`src/rtl/nibble_serial_cla_subtractor_pkg.sv`:
```
// Shared definitions for the nibble-serial CLA subtractor.
//   NIBBLE_W  : width of one carry-lookahead slice (4 bits)
//   state_t   : controller states IDLE / RUN / DONE
//   cnt_width : bit width of the nibble counter, clog2(n) but never below 1
package nibble_serial_cla_subtractor_pkg;

  localparam int NIBBLE_W = 4;

  typedef enum logic [1:0] {
    IDLE = 2'd0,
    RUN  = 2'd1,
    DONE = 2'd2
  } state_t;

  function automatic int cnt_width(input int n);
    return (n <= 2) ? 1 : $clog2(n);
  endfunction

endpackage

```
`src/rtl/nibble_serial_cla_subtractor_cla_nibble_sub.sv`:
```
// cla_nibble_sub: combinational 4-bit carry-lookahead slice computing
// a + ~b + cin, i.e. a - b when cin=1 (carry convention: carry = ~borrow).
//   a, b  : 4-bit operands (b inverted inside the slice)
//   cin   : carry into bit 0
//   diff  : 4-bit sum/difference
//   cout  : carry out of bit 3
//   c3    : carry into bit 3, used for the signed overflow flag
module cla_nibble_sub
  import nibble_serial_cla_subtractor_pkg::*;
(
  input  logic [NIBBLE_W-1:0] a,
  input  logic [NIBBLE_W-1:0] b,
  input  logic                cin,
  output logic [NIBBLE_W-1:0] diff,
  output logic                cout,
  output logic                c3
);

  logic [NIBBLE_W-1:0] g;
  logic [NIBBLE_W-1:0] p;
  logic [NIBBLE_W:0]   c;

  for (genvar gi = 0; gi < NIBBLE_W; gi++) begin : g_gp
    assign g[gi] = a[gi] & ~b[gi];
    assign p[gi] = a[gi] ^ ~b[gi];
  end

  // Flat lookahead: every carry is a two-level function of g, p and cin,
  // so the slice depth does not grow with bit position.
  assign c[0] = cin;
  assign c[1] = g[0] | (p[0] & cin);
  assign c[2] = g[1] | (p[1] & g[0]) | (p[1] & p[0] & cin);
  assign c[3] = g[2] | (p[2] & g[1]) | (p[2] & p[1] & g[0])
              | (p[2] & p[1] & p[0] & cin);
  assign c[4] = g[3] | (p[3] & g[2]) | (p[3] & p[2] & g[1])
              | (p[3] & p[2] & p[1] & g[0]) | (p[3] & p[2] & p[1] & p[0] & cin);

  assign diff = p ^ c[NIBBLE_W-1:0];
  assign cout = c[4];
  assign c3   = c[3];

endmodule

```
`src/rtl/nibble_serial_cla_subtractor.sv`:
```
// nibble_serial_cla_subtractor: WIDTH-bit A - B - Bin computed one 4-bit CLA
// slice per clock, least-significant nibble first. Latency is N+1 edges from
// the accepting edge to the end of the o_Done pulse (N = WIDTH/4).
// Optional feature macro: SUB_OVERFLOW_FLAG_EN (adds o_Ovf, signed overflow).
//   i_Clk, i_Rst_n : clock, asynchronous active-low reset
//   i_Start        : request, sampled only while idle
//   i_A, i_B, i_Bin: operands, captured with an accepted start
//   o_Busy         : high while an operation is in flight (RUN and DONE)
//   o_Done         : one-cycle pulse, result valid
//   o_Diff, o_Bout : difference and borrow-out, held until next accepted start
//   o_Ovf          : signed overflow (only with SUB_OVERFLOW_FLAG_EN)
module nibble_serial_cla_subtractor
  import nibble_serial_cla_subtractor_pkg::*;
#(
  parameter int WIDTH = 16  // multiple of 4, at least 4
) (
  input  logic             i_Clk,
  input  logic             i_Rst_n,
  input  logic             i_Start,
  input  logic [WIDTH-1:0] i_A,
  input  logic [WIDTH-1:0] i_B,
  input  logic             i_Bin,
  output logic             o_Busy,
  output logic             o_Done,
  output logic [WIDTH-1:0] o_Diff,
  output logic             o_Bout
`ifdef SUB_OVERFLOW_FLAG_EN
  ,
  output logic             o_Ovf
`endif
);

  localparam int N  = WIDTH / NIBBLE_W;
  localparam int CW = cnt_width(N);

  state_t           state_reg;
  logic [WIDTH-1:0] a_reg;
  logic [WIDTH-1:0] b_reg;
  logic [WIDTH-1:0] diff_reg;
  logic             c_reg;
  logic [CW-1:0]    cnt_reg;

  logic [NIBBLE_W-1:0] d_nib;
  logic                c_out;
  logic                c_msb;
  logic                last_nib;
  logic [WIDTH-1:0]    diff_next;

  cla_nibble_sub u_slice (
    .a    (a_reg[NIBBLE_W-1:0]),
    .b    (b_reg[NIBBLE_W-1:0]),
    .cin  (c_reg),
    .diff (d_nib),
    .cout (c_out),
    .c3   (c_msb)
  );

`ifndef SUB_OVERFLOW_FLAG_EN
  logic unused_c_msb;
  assign unused_c_msb = c_msb;
`endif

  assign last_nib = (cnt_reg == CW'(N - 1));

  // New nibble enters at the top; after N shifts the register holds the
  // whole difference with nibble 0 at the bottom.
  if (N == 1) begin : g_one_nib
    assign diff_next = d_nib;
  end else begin : g_multi_nib
    assign diff_next = {d_nib, diff_reg[WIDTH-1:NIBBLE_W]};
  end

  always_ff @(posedge i_Clk or negedge i_Rst_n) begin
    if (!i_Rst_n) begin
      state_reg <= IDLE;
      a_reg     <= '0;
      b_reg     <= '0;
      diff_reg  <= '0;
      c_reg     <= 1'b0;
      cnt_reg   <= '0;
      o_Busy    <= 1'b0;
      o_Done    <= 1'b0;
      o_Diff    <= '0;
      o_Bout    <= 1'b0;
`ifdef SUB_OVERFLOW_FLAG_EN
      o_Ovf     <= 1'b0;
`endif
    end else begin
      case (state_reg)
        IDLE: begin
          o_Done <= 1'b0;
          if (i_Start) begin
            a_reg     <= i_A;
            b_reg     <= i_B;
            c_reg     <= ~i_Bin;  // subtract as A + ~B + 1 - Bin
            cnt_reg   <= '0;
            o_Busy    <= 1'b1;
            state_reg <= RUN;
          end
        end
        RUN: begin
          a_reg    <= a_reg >> NIBBLE_W;
          b_reg    <= b_reg >> NIBBLE_W;
          diff_reg <= diff_next;
          c_reg    <= c_out;
          cnt_reg  <= cnt_reg + 1'b1;
          if (last_nib) begin
            o_Diff    <= diff_next;
            o_Bout    <= ~c_out;
`ifdef SUB_OVERFLOW_FLAG_EN
            o_Ovf     <= c_msb ^ c_out;
`endif
            o_Done    <= 1'b1;
            state_reg <= DONE;
          end
        end
        DONE: begin
          o_Done    <= 1'b0;
          o_Busy    <= 1'b0;
          state_reg <= IDLE;
        end
        default: begin
          state_reg <= IDLE;
        end
      endcase
    end
  end

endmodule
```
`config.mk`:
```
export PLATFORM = sky130hd
export DESIGN_NAME = nibble_serial_cla_subtractor
export DESIGN_NICKNAME = d
export VERILOG_FILES = /design/src/rtl/nibble_serial_cla_subtractor_pkg.sv /design/src/rtl/nibble_serial_cla_subtractor_cla_nibble_sub.sv /design/src/rtl/nibble_serial_cla_subtractor.sv
export SDC_FILE = /design/constraint.sdc
export NUM_CORES = 1
export LEC_CHECK = 0
export ABC_CLOCK_PERIOD_IN_PS = 1850
export CELL_PAD_IN_SITES_DETAIL_PLACEMENT = 0
export CELL_PAD_IN_SITES_GLOBAL_PLACEMENT = 1
export CORE_ASPECT_RATIO = 1.25
export CORE_UTILIZATION = 30
export DETAILED_ROUTE_END_ITERATION = 16
export PLACE_DENSITY = 0.69
export SYNTH_ARGS = -nofsm -noshare
export SYNTH_HDL_FRONTEND = slang
export SYNTH_SLANG_ARGS = --single-unit
```
`constraint.sdc`:
```
create_clock -name i_Clk -period 1.85 [get_ports i_Clk]
set_clock_uncertainty 0.1 [all_clocks]
set_input_delay 0.185 -clock i_Clk [delete_from_list [all_inputs] [get_ports i_Clk]]
set_output_delay 0.185 -clock i_Clk [all_outputs]
set_load 0.005 [all_outputs]
```
==> run metrics, run 1 <==
status=complete, no violations; Crit Path Category=reg2reg; number of global-route vias before repair=2,134; Filler cells=996; leak pwr=1.86 nW; maximum vdd drop=0.568 mV; ratio of cells with drive above 1 in the final layout=10.1%; Critical Path Max Stage Delay=0.38 ns; CTS tree=done; synthesized area=0.00302 mm2; ANT nets after route=0; initial antenna violation count=0; Final Hold Vio Count=0; RSZ-0062 raised after global routing=no; CTS sink cnt=68; cell taking the most area after synthesis=dfrtp_1; ys async rst share=100%; Final #Nets=373; largest net degree at the start of global routing=69; Post-Syn Instances=271; Clock transition at path regs=0.05 ns; EDFF count, synth=0; endpoints failing setup=0; count of unique library cells instantiated by Yosys=33; fin crit period=1.73 ns; worst min path class=in2async; DRC Markers=0; Avg Cell Area, Syn=11.2 um2; Detail Placement HPWL=4200 um; Vert. Die Dim=114 um; n_diodes=0; Synth Register Bits=68; Max-slew headroom=72.9%; Area contributors post-synth=dfrtp_1 (56%), nand2_1 (8.1%), mux2i_1 (7.9%), mux2_2 (3.7%), o21ai_1 (3.3%); global route overflow=0; drt wl/cell=13.0 um; TritonCTS buffer count=9; Row Count=40; Arrival @ worst endpoint=1.83 ns; Layout area overhead=32.3%; core area=0.00971 mm2; Post-Place Cell Area=0.00371 mm2; sequential area share after synthesis=56.3%; Final Max Slew Viols=0; Die Wd=91.8 um; latest clock arrival within the worst-skew pair=0.32 ns; CP endpoint kind=flop; max_cap viols=0; Yosys warning total=0; TNS Setup=0 ns; Final Routed Wirelength=6030 um; period utilization=93.8%; DRT Pass-1 Iters=4; post-synth top area share=56.3%; violation count after the first detailed-routing iteration=63; fmax=0.576 GHz; Max Root-Sink Buffers=2; vias=2,112; CP max stage cell=dfrtp_1; IO Port Bufs=54; Slew @ Worst Pin=0.406 ns; WP data required=1.95 ns; synthesized net count=313; DIE AREA=0.0105 mm2; Post-CTS Resized=0; PwrDens=1780 mW/mm2; RePlAce Congestion=0.735; clock root cell=clkbuf_16; vias per inst=4.57; htree depth=3; crit start category=flop; Max FO, Critical Path=5; initial cell density of the core=31.1%; critical-path cell list=ha_1, a21o_1, a22o_1, o311a_1; first-pass GRT wire length=10,600 um; GRT Overall Usage=13.0%; prevailing post-synth register cell=dfrtp_1; io pins=55; finished layout cell area=0.00400 mm2
Yosys cell counts, types with 2 or more instances:
cell type,number
buf_6,2
nand2_1,65
ha_1,5
mux2_1,3
nand2b_1,2
buf_2,9
nor2_1,2
o21ai_0,13
mux2_2,10
mux2i_1,24
a22o_1,5
dfrtp_1,68
buf_12,2
a211oi_1,2
o21ai_1,20
nor2b_1,5
o31ai_1,5
clkbuf_2,2
a21oi_1,7
a21o_1,2
inv_1,6
final cells by class:
type | instances | area (um2) | area share [%]
Sequential cell | 68 | 1700 | 42.5
Multi-Input combinational cell | 181 | 1180 | 29.5
Inverter | 6 | 22.5 | 0.563
Timing Repair Buffer | 65 | 658 | 16.5
Clock buffer | 14 | 244 | 6.10
Clock inverter | 2 | 35.0 | 0.876
Tap cell | 126 | 158 | 3.94
path summary, 6_finish.rpt:
path,endpoint,slack (ns),start,cells past startpoint
worst max-delay path,c_reg$_DFFE_PN0P_,0.12,a_reg[2]$_DFFE_PN0P_,4
worst min-delay path,o_Diff[0]$_DFFE_PN0P_,0.34,i_Rst_n,3
worst max register to register,c_reg$_DFFE_PN0P_,0.12,a_reg[2]$_DFFE_PN0P_,4
worst min register to register,diff_reg[6]$_DFFE_PN0P_,0.37,diff_reg[6]$_DFFE_PN0P_,2
max in group asynchronous,c_reg$_DFFE_PN0P_,1.01,i_Rst_n,3
min in group i_Clk,diff_reg[6]$_DFFE_PN0P_,0.37,diff_reg[6]$_DFFE_PN0P_,2
stage by stage:
stage	cells	setup slack [ns]	total power, mW	hold WS, ns	util [%]
after floorplan	271	0.211	4.62	-0.211	-
final	462	0.115	7.10	0.335	41.2
after detailed placement	445	0.140	5.60	0.137	38.2
after CTS	462	0.111	7.23	0.352	41.2
after global routing	462	0.0451	7.76	0.359	41.2
after global placement	445	0.176	5.48	0.135	38.2
metal layers:
layer  global-route usage [%]  routed length [um]
met5                        0                   0
met4                     4.69                  46
met3                     3.32                 228
met2                     21.0                2900
met1                     16.9                2860
repair_timing:
action,4_1_cts,5_1_grt
endpoints found under the hold margin,68,0
buffers inserted,0,0
hold buffers,1,0
logic make-up after synthesis:
family	synth area share, %
AO/OA/AOI/OAI	11.6
flip-flops	56.3
multiplexers	12.8
buffers and inverters	4.88
XOR/XNOR	0.290
adder cells (fa/ha/maj)	2.73
AND/OR/NAND/NOR	11.4
cell usage in the layout (no fill, tap or decap), types with 2 or more instances in the layout:
cell and count:
a211oi_1 2, a21o_1 2, a21oi_1 7, a22o_1 5, buf_12 3, buf_4 7, clkbuf_1 5, clkbuf_16 9
clkdlybuf4s50_1 53, dfrtp_1 68, ha_1 5, inv_1 6, mux2_1 3, mux2_2 10, mux2i_1 24, nand2_1 65
nand2b_1 2, nor2_1 2, nor2b_1 5, o21ai_0 13, o21ai_1 20, o31ai_1 5
power breakdown:
group          internal [mW]  switching (mW)  leakage, nW  total [mW]
sequential              2.17           0.384        0.853        2.55
clock                   1.04           0.563        0.135        1.61
combinational           1.53            1.42        0.870        2.95
total                   4.73            2.37         1.86        7.10
critical path: cells and delay by family (launching register included):
family / cells / cell delay (ns)
AOI/OAI and AO/OA: 3 / 0.77
adders and majority gates: 1 / 0.36
DFF: 1 / 0.38
Note: power is estimated with default switching activity, not from simulation.
==> run 2, diff against run 1 <==
CORE_UTILIZATION = 41   (was 30)
PLACE_DENSITY = 0.87   (was 0.69)
==> run metrics, run 2 (synthesized netlist as in run 1, its figures left out) <==
status=complete, no violations; max_cap viols=0; Die Wd=78.8 um; drt wl/cell=12.8 um; Post-CTS Setup Repair Bufs=0; endpoints failing setup=0; Arrival @ worst endpoint=1.84 ns; Clock transition at path regs=0.07 ns; Vert. Die Dim=98 um; CP endpoint kind=flop; fin crit period=1.73 ns; IO Port Bufs=54; PwrDens=1710 mW/mm2; largest net degree at the start of global routing=45; DRC Markers=0; Final Routed Wirelength=5470 um; number of global-route vias before repair=2,085; RSZ-0062 raised after global routing=no; Final Max Slew Viols=0; most frequent cells in the layout=dfrtp_1 (68), nand2_1 (65), clkdlybuf4s50_1 (53), mux2i_1 (24), o21ai_1 (20); RePlAce Congestion=0.749; maximum vdd drop=0.730 mV; htree depth=3; Post-CTS Resized=0; met3 wire len=198 um; met1 WL=2510 um; initial antenna violation count=0; WP data required=1.97 ns; initial cell density of the core=42.8%; latest clock arrival within the worst-skew pair=0.34 ns; DIE AREA=0.00772 mm2; Final Hold Vio Count=0; Post-Place Setup Slack=0.144 ns; violation count after the first detailed-routing iteration=71; vias=2,132; io pins=55; clock root cell=clkbuf_8; worst min path class=in2async; Max Root-Sink Buffers=2; Detail Placement HPWL=3910 um; fmax=0.580 GHz; highest routing layer actually used=met4; Row Count=34; vias per inst=5.00; GRT Overall Usage=16.0%; first-pass GRT wire length=9520 um; Max FO, Critical Path=5; period utilization=93.3%; leak pwr=1.83 nW; Max-slew headroom=65.1%; core area=0.00706 mm2; TritonCTS buffer count=9; CTS sink cnt=68; ratio of cells with drive above 1 in the final layout=11.3%; Final #Nets=373; post-route setup slack=0.125 ns; commonest non-fill, non-tap cell in the layout=dfrtp_1; Slew @ Worst Pin=0.523 ns; n_diodes=0; CTS tree=done; ANT nets after route=0; crit start category=flop; WL met2=2650 um; global route overflow=0; TNS Setup=0 ns; Layout area overhead=28.7%; Crit Path Category=reg2reg; DRT Pass-1 Iters=4
[run 2: cell count changes in the layout (fill, tap and decap cells not counted), sizes merged]
| cell | change |
|---|---|
| clkinv | +1 |
| clkbuf | -2 |
| clkinvlp | +1 |
[run 2: path summary, 6_finish.rpt]
check	startpoint	endpoint	slack, ns	depth (start not counted)
worst max-delay path	a_reg[2]$_DFFE_PN0P_	c_reg$_DFFE_PN0P_	0.12	4
worst max register to register	a_reg[2]$_DFFE_PN0P_	c_reg$_DFFE_PN0P_	0.12	4
min in group i_Clk	i_B[13]	b_reg[13]$_DFFE_PN0P_	0.35	2
worst min register to register	diff_reg[4]$_DFFE_PN0P_	diff_reg[4]$_DFFE_PN0P_	0.37	2
max in group asynchronous	i_Rst_n	a_reg[5]$_DFFE_PN0P_	0.86	3
worst min-delay path	i_Rst_n	o_Diff[0]$_DFFE_PN0P_	0.26	2
[run 2: report_power, final]
| part | switching [mW] | internal, mW | total [mW] |
|---|---|---|---|
| logic | 1.39 | 1.51 | 2.91 |
| registers | 0.388 | 2.16 | 2.55 |
| clock network | 0.521 | 0.692 | 1.21 |
[run 2: what timing repair did]
| action | 4_1_cts | 5_1_grt |
|---|---|---|
| endpoints found under the hold margin | 18 | 0 |
| hold buffers | 1 | 0 |
| setup endpoints to repair | 0 | 0 |
[run 2: stage by stage]
stage / hold WS (ns) / cell area, um2 / cells / util, % / power [mW]
2_1_floorplan: -0.211 / 3020 / 271 / - / 4.62
3_3_place_gp: 0.0810 / 3680 / 409 / 52.1 / 5.41
5_1_grt: 0.300 / 3890 / 426 / 55.1 / 7.20
6_report: 0.258 / 3890 / 426 / 55.1 / 6.67
3_5_place_dp: 0.0915 / 3680 / 409 / 52.1 / 5.53
4_1_cts: 0.263 / 3890 / 426 / 55.1 / 6.76
[run 2: layout make-up]
| class | count | area (um2) |
|---|---|---|
| fill | 665 | 3170 |
| sequential | 68 | 1700 |
| multi-input combinational | 181 | 1180 |
| timing repair buffer | 65 | 671 |
| clock buffer | 12 | 155 |
| tap | 90 | 113 |
| clock inverter | 4 | 47.5 |
| inverter | 6 | 22.5 |
[run 2: critical path: stages, from the launching register on]
cell	delay [ns]
dfrtp_1	0.38
ha_1	0.36
a21o_1	0.21
a22o_1	0.27
o311a_1	0.29
[run 2: routing by layer]
layer | vias up | GRT usage [%]
li1 | 1054 | -
met1 | 1011 | 20.8
met2 | 55 | 25.6
met3 | 12 | 2.52
met4 | 0 | 8.12
met5 | - | 0
